$ cat config.mk
export PLATFORM = sky130hd
export DESIGN_NAME = cache_fill_fsm
export DESIGN_NICKNAME = d
export VERILOG_FILES = /design/src/rtl/cache_fill_fsm_pkg.sv /design/src/rtl/fill_counter.sv /design/src/rtl/cache_fill_fsm.sv
export SDC_FILE = /design/constraint.sdc
export NUM_CORES = 1
export LEC_CHECK = 0
export BUFFER_PORTS_ARGS = -buffer_cell sky130_fd_sc_hd__buf_4
export CAP_MARGIN = 20
export CORE_MARGIN = 2
export CORE_UTILIZATION = 41
export CTS_CLUSTER_SIZE = 20
export DETAILED_ROUTE_END_ITERATION = 16
export MAX_ROUTING_LAYER = met4
export PLACE_DENSITY = 0.88
export SYNTH_ARGS = -nofsm -noshare
export SYNTH_HDL_FRONTEND = slang
export SYNTH_SLANG_ARGS = --single-unit
$ cat constraint.sdc
create_clock -name clk -period 2.8 [get_ports clk]
set_input_delay 0.42 -clock clk [delete_from_list [all_inputs] [get_ports clk]]
set_output_delay 0.42 -clock clk [all_outputs]
set_load 0.1 [all_outputs]
$ cat src/rtl/cache_fill_fsm_pkg.sv
// Shared definitions for the cache line fill controller: state encoding and
// default geometry of the memory port and cache line.
package cache_fill_fsm_pkg;

  localparam int DEFAULT_ADDR_WIDTH = 16;
  localparam int DEFAULT_LINE_WORDS = 8;

  typedef enum logic [1:0] {
    IDLE = 2'd0,
    FILL = 2'd1,
    TAG  = 2'd2
  } state_e;

endpackage

$ cat src/rtl/fill_counter.sv
// Word counter for a line fill: synchronous clear, count enable and a
// terminal-count flag raised on the last word of the line.
module fill_counter #(
  parameter int WIDTH = 3
) (
  input  logic             clk,
  input  logic             rst,
  input  logic             clear,
  input  logic             enable,
  output logic [WIDTH-1:0] count,
  output logic             terminal
);

  logic [WIDTH-1:0] count_q;
  logic [WIDTH-1:0] count_d;

  // Next count: clear wins over enable; otherwise hold.
  always_comb begin
    // NOTE: every combinational output gets a default first so no path leaves it unassigned (no latch).
    count_d = count_q;
    if (clear) begin
      count_d = '0;
    end else if (enable) begin
      count_d = count_q + 1'b1;
    end
  end

  // Count register, cleared immediately by reset.
  always_ff @(posedge clk or posedge rst) begin
    // NOTE: state flops use non-blocking assignment so every flop samples pre-edge values.
    if (rst) begin
      count_q <= '0;
    end else begin
      count_q <= count_d;
    end
  end

  assign count    = count_q;
  assign terminal = &count_q;

endmodule

$ cat src/rtl/cache_fill_fsm.sv
// Cache miss fill controller: on a miss, reads the whole line from memory one
// 16-bit word per cycle into the data array, then writes the tag and pulses
// fill_done. The line base is latched once per miss and never changes mid-fill.
module cache_fill_fsm
  import cache_fill_fsm_pkg::*;
#(
  parameter int ADDR_WIDTH = DEFAULT_ADDR_WIDTH,
  parameter int LINE_WORDS = DEFAULT_LINE_WORDS,
  localparam int WORD_BITS = $clog2(LINE_WORDS)
) (
  input  logic                  clk,
  input  logic                  rst,
  input  logic                  miss_detected,
  input  logic [ADDR_WIDTH-1:0] miss_address,
  input  logic [15:0]           mem_data_out,
  output logic                  mem_enable,
  output logic                  mem_wr,
  output logic [ADDR_WIDTH-1:0] mem_addr,
  output logic                  fsm_busy,
  output logic                  write_data_array,
  output logic [WORD_BITS-1:0]  word_sel,
  output logic [15:0]           cache_data_in,
  output logic                  write_tag_array,
  output logic                  fill_done
);

  // Clears the word index and byte-offset bits to form the line base address.
  localparam logic [ADDR_WIDTH-1:0] LINE_MASK =
    ~ADDR_WIDTH'((64'd1 << (WORD_BITS + 1)) - 64'd1);

  state_e                state_q, state_d;
  logic [ADDR_WIDTH-1:0] base_q, base_d;
  logic                  cnt_clear;
  logic                  cnt_enable;
  logic [WORD_BITS-1:0]  count;
  logic                  count_last;

  fill_counter #(
    .WIDTH (WORD_BITS)
  ) u_fill_counter (
    .clk      (clk),
    .rst      (rst),
    .clear    (cnt_clear),
    .enable   (cnt_enable),
    .count    (count),
    .terminal (count_last)
  );

  // Next-state, base capture and per-state memory/array strobes.
  always_comb begin
    state_d          = state_q;
    base_d           = base_q;
    cnt_clear        = 1'b0;
    cnt_enable       = 1'b0;
    mem_enable       = 1'b0;
    mem_addr         = '0;
    write_data_array = 1'b0;
    word_sel         = '0;
    cache_data_in    = '0;
    write_tag_array  = 1'b0;
    fill_done        = 1'b0;

    unique case (state_q)
      IDLE: begin
        if (miss_detected) begin
          base_d    = miss_address & LINE_MASK;
          cnt_clear = 1'b1;
          state_d   = FILL;
        end
      end
      FILL: begin
        cnt_enable       = 1'b1;
        mem_enable       = 1'b1;
        // Base has its offset bits clear, so OR-ing the word offset stays inside the line.
        mem_addr         = base_q | ADDR_WIDTH'({count, 1'b0});
        write_data_array = 1'b1;
        word_sel         = count;
        cache_data_in    = mem_data_out;
        if (count_last) begin
          state_d = TAG;
        end
      end
      TAG: begin
        write_tag_array = 1'b1;
        fill_done       = 1'b1;
        state_d         = IDLE;
      end
      default: begin
        state_d = IDLE;
      end
    endcase
  end

  // State and line-base registers; reset abandons any partial fill.
  always_ff @(posedge clk or posedge rst) begin
    if (rst) begin
      state_q <= IDLE;
      base_q  <= '0;
    end else begin
      state_q <= state_d;
      base_q  <= base_d;
    end
  end

  assign fsm_busy = (state_q != IDLE);
  assign mem_wr   = 1'b0;

endmodule

After elaboration in Yosys (flattened, before gate mapping)

Index checks and enable logic that the tools add are counted.

Register bits: 17
Input port bits: 35
Output and inout bits: 41
Word-level logic and storage cells: 27

Add/subtract/negate cells: 1
Equality and inequality tests: 4
Multiplexer cells: 12
Bitwise logic cells: 1
Reductions and logical operators: 6

Operator list:

| cell                | count |
|---|---|
| $mux 16             | 2 |
| $or 16x4->16        | 1 |
| $mux 3              | 3 |
| $mux 1              | 4 |
| $mux 2              | 2 |
| $ne 2x2->1 const B  | 2 |
| $pmux 2 s2          | 1 |
| $reduce_and 2->1    | 2 |
| $reduce_bool 2->1   | 2 |
| $add 3x1->3 const B | 1 |
| $reduce_and 3->1    | 1 |
| $eq 2x1->1 const B  | 1 |
| $eq 2x2->1 const B  | 1 |
| $logic_not 2->1     | 1 |

Longest topological paths before layout

Depth in word-level cells: 4
Depth in mapped cells: 5
Gate-level depth less buffers: 3

By module

Synthesis repeated with hierarchy kept, for this count alone.

Cells, all modules: 90
Area, all modules: 969.7 um2

By module, submodules not included:

| module         | times used | cells each | area an instance (um2) | seq. area each (um2) |
|---|---|---|---|---|
| cache_fill_fsm | 1          | 78         | 825.8                  | 350.3 |
| fill_counter   | 1          | 12         | 143.9                  | 75.1 |

Worst setup path before layout

No wires, ideal clock.

Path kind: register to output
Start point: register state_q[0]
End point: output write_tag_array
Data arrival time: 2.285 ns
Required time: 2.380 ns
Slack: 0.095 ns
Cell stages (with the launch flop): 3
Path buffers: 1
Cells stage by stage: dfrtp_1 > nor2b_1 > buf_4

Cells in the longest elaborated chain, start to end: 2

Ends and longest elaborated chain:

| what                   | line                  | RTL |
|---|---|---|
| start, declared        | cache_fill_fsm.sv:31  | `state_e state_q, state_d;` |
| start signal, assigned | cache_fill_fsm.sv:100 | `state_q <= state_d;` |
| $eq 2x2->1             | -                     |  |
| $mux 1                 | -                     |  |
| end, declared          | cache_fill_fsm.sv:23  | `output logic write_tag_array,` |

Every way passes these cells.

Final worst setup path

Start point: register state_q[0]
End point: output mem_addr[1]

Cells in the longest elaborated chain, start to end: 2

Ends and longest elaborated chain:

| what          | line                 | RTL |
|---|---|---|
| $eq 2x1->1    | cache_fill_fsm.sv:63 | `unique case (state_q)` |
| $mux 16       | cache_fill_fsm.sv:63 |  |
| end, declared | cache_fill_fsm.sv:18 | `output logic [ADDR_WIDTH-1:0] mem_addr,` |

Every way passes these cells.

==> reports/qor.yml <==
synthesis.area_um2: 955
yosysWarnings: 0
dieArea_um2: 2730
synth_top_cell_area_share: 0.446
slew_violations: 0
grt_pass1_vias: 733
rrSetupSlack_ps: 1040
crit_chain: "nor2b_2 > buf_4 > and2_1 > buf_4"
dr.pass1.iters: 4
slew_headroom: 0.368
antenna_found_initial: 0
fin_skew_ps: 5.39
path_delay_family: "buffers and inverters"
ioPinCount: 76
drcViolationCount: 0
hold_viol: 0
synth_seq_area_share: 0.446
setup_viol: 0
num_vias: 814
crit_slowest_cell: "dfrtp_1"
cts_tree: "done"
fin_crit_sh: 0.813
num_rows: 17
wl_um: 2180
grt.total_usage: 0.165
syn_inst: 86
fin_nets: 187
r2r_end: "base_q[11]$_DFFE_PP0P_"
grt_pass1_wl_um: 3220
numCtsBuffers: 3
layout.cells.non_filler: 177
ys_seq_elements: 17
worstSetupStartpointType: "flop"
syn-mean-instance-area_um2: 11.1
routedWlPerCell_um: 12.3
path_common_cell: "buf_4"
rr_startpoint: "state_q[1]$_DFFE_PP0P_"
htreeDepth: 1
maxCapViolCount: 0
initial_core_util: 0.432
layout-drive-gt1-share: 0.604
place_inst: 173
dp_slack_ps: 825
final_common_cell: "buf_4"
cts_resized: 0
r2r_cells: 2
ys_top_cells_by_area: "dfrtp_1, and2_1, mux2_2"
crit_fanout: 27
cts.path.max_buffers: 2
tns_ps: 0
grt_max_degree: 28
fmax_mhz: 439
slowest_delay_ps: 430
syn2layout_area_growth_pct: 52.9
clock-sinks: 17
worstPathArrival_ps: 1860
postCtsSetupRepairBufs: 0
core_um2: 2210
cp_num_buf_inv: 2
dp_hpwl_um: 1750
worstMarginPinSlew_ps: 944
first_iter_violations: 6
required_ps: 2380
synth_top_area_cell: "dfrtp_1"
antenna_cells: 0
status: "complete, no violations"
gp_congestion: 0.656
via_per_inst: 4.60
synth_cell_types: 15
critPathKind: "flop to output port"
period_needed_ps: 2280
end_kind: "output port"
grt-ovfl-total: 0
layout_common_cells: "buf_4, and2_1, dfrtp_1, mux2_2, clkbuf_4"
hp-class: "input pin to asynchronous set/reset pin"
ant_nets: 0
crit_end: "mem_addr[1]"
clkTransAtPathRegs_ps: 100
cp.depth: 4
die_w_um: 52.3
postCtsHoldBufs: 0
portBuffers: 69
rsz0062_at_grt: "false"
worst_slack_ps: 524
cts_root_buf: "clkbuf_4"
crit_start: "state_q[0]$_DFFE_PP0P_"
fp.dieH_um: 52.3
insertion_delay_ps: 280
## worst min-delay path by stage
stage | cells after the start | slack (ps) | start | end
6_report | 2 | 210 | rst | base_q[7]$_DFFE_PP0P_
5_1_grt | 2 | 270 | rst | base_q[7]$_DFFE_PP0P_
3_5_place_dp | 1 | 490 | base_q[11]$_DFFE_PP0P_ | base_q[11]$_DFFE_PP0P_
3_3_place_gp | 1 | 480 | base_q[7]$_DFFE_PP0P_ | base_q[7]$_DFFE_PP0P_
2_1_floorplan | 1 | 350 | rst | base_q[10]$_DFFE_PP0P_
4_1_cts | 2 | 220 | rst | base_q[7]$_DFFE_PP0P_
## cells in the mapped netlist
| cell type | instances |
|---|---|
| clkbuf_2 | 2 |
| a22o_1 | 2 |
| buf_4 | 9 |
| dfrtp_1 | 17 |
| o21bai_1 | 1 |
| inv_1 | 1 |
| conb_1 | 1 |
| ha_1 | 2 |
| buf_6 | 1 |
| a21oi_1 | 1 |
| nor2b_1 | 2 |
| or2_2 | 1 |
| and2_1 | 32 |
| mux2_2 | 13 |
| nor3b_2 | 1 |
## layout make-up
class	instances	area, um2
repair buffers	70	526
well taps	28	35.0
clock inverters	1	5.00
flip-flops and latches	17	425
clock buffers	3	22.5
fillers	189	752
inverters	1	3.75
multi-input cells	57	443
## registers in the layout (all words and copies together), names as in the netlist
| register | cells |
|---|---|
| base_q | 12 |
| u_fill_counter.count | 3 |
| state_q | 2 |
## per-layer routing
metal / up-vias / wire length [um] / share of wire / global-route usage
li1: 396 / - / - / -
met1: 377 / 843 / 0.39 / 0.192
met2: 41 / 1120 / 0.52 / 0.289
met3: 0 / 212 / 0.097 / 0.0314
met4: 0 / 0 / 0 / 0.0513
met5: - / 0 / 0 / -
## logic make-up after synthesis
logic type	share of synthesized area
simple gates	0.242
flops	0.446
buf+inv	0.0970
mux	0.153
compound gates	0.0315
fa+ha+maj	0.0262
other cells	0.00393
## worst register-to-register path, stage by stage, from the launching register on
cell     delay, ps
dfrtp_1        430
nor3b_2        800
mux2_2         420
## through the flow
step	hold WS (ps)	area, um2	util
floorplan	346	958	-
global placement	481	1430	0.648
detailed placement	488	1430	0.648
CTS	224	1460	0.660
global route	270	1460	0.660
finish	208	1460	0.660
Power is not shown: default switching activity piles up to over one toggle a cycle in this logic, so the estimate is an artifact.
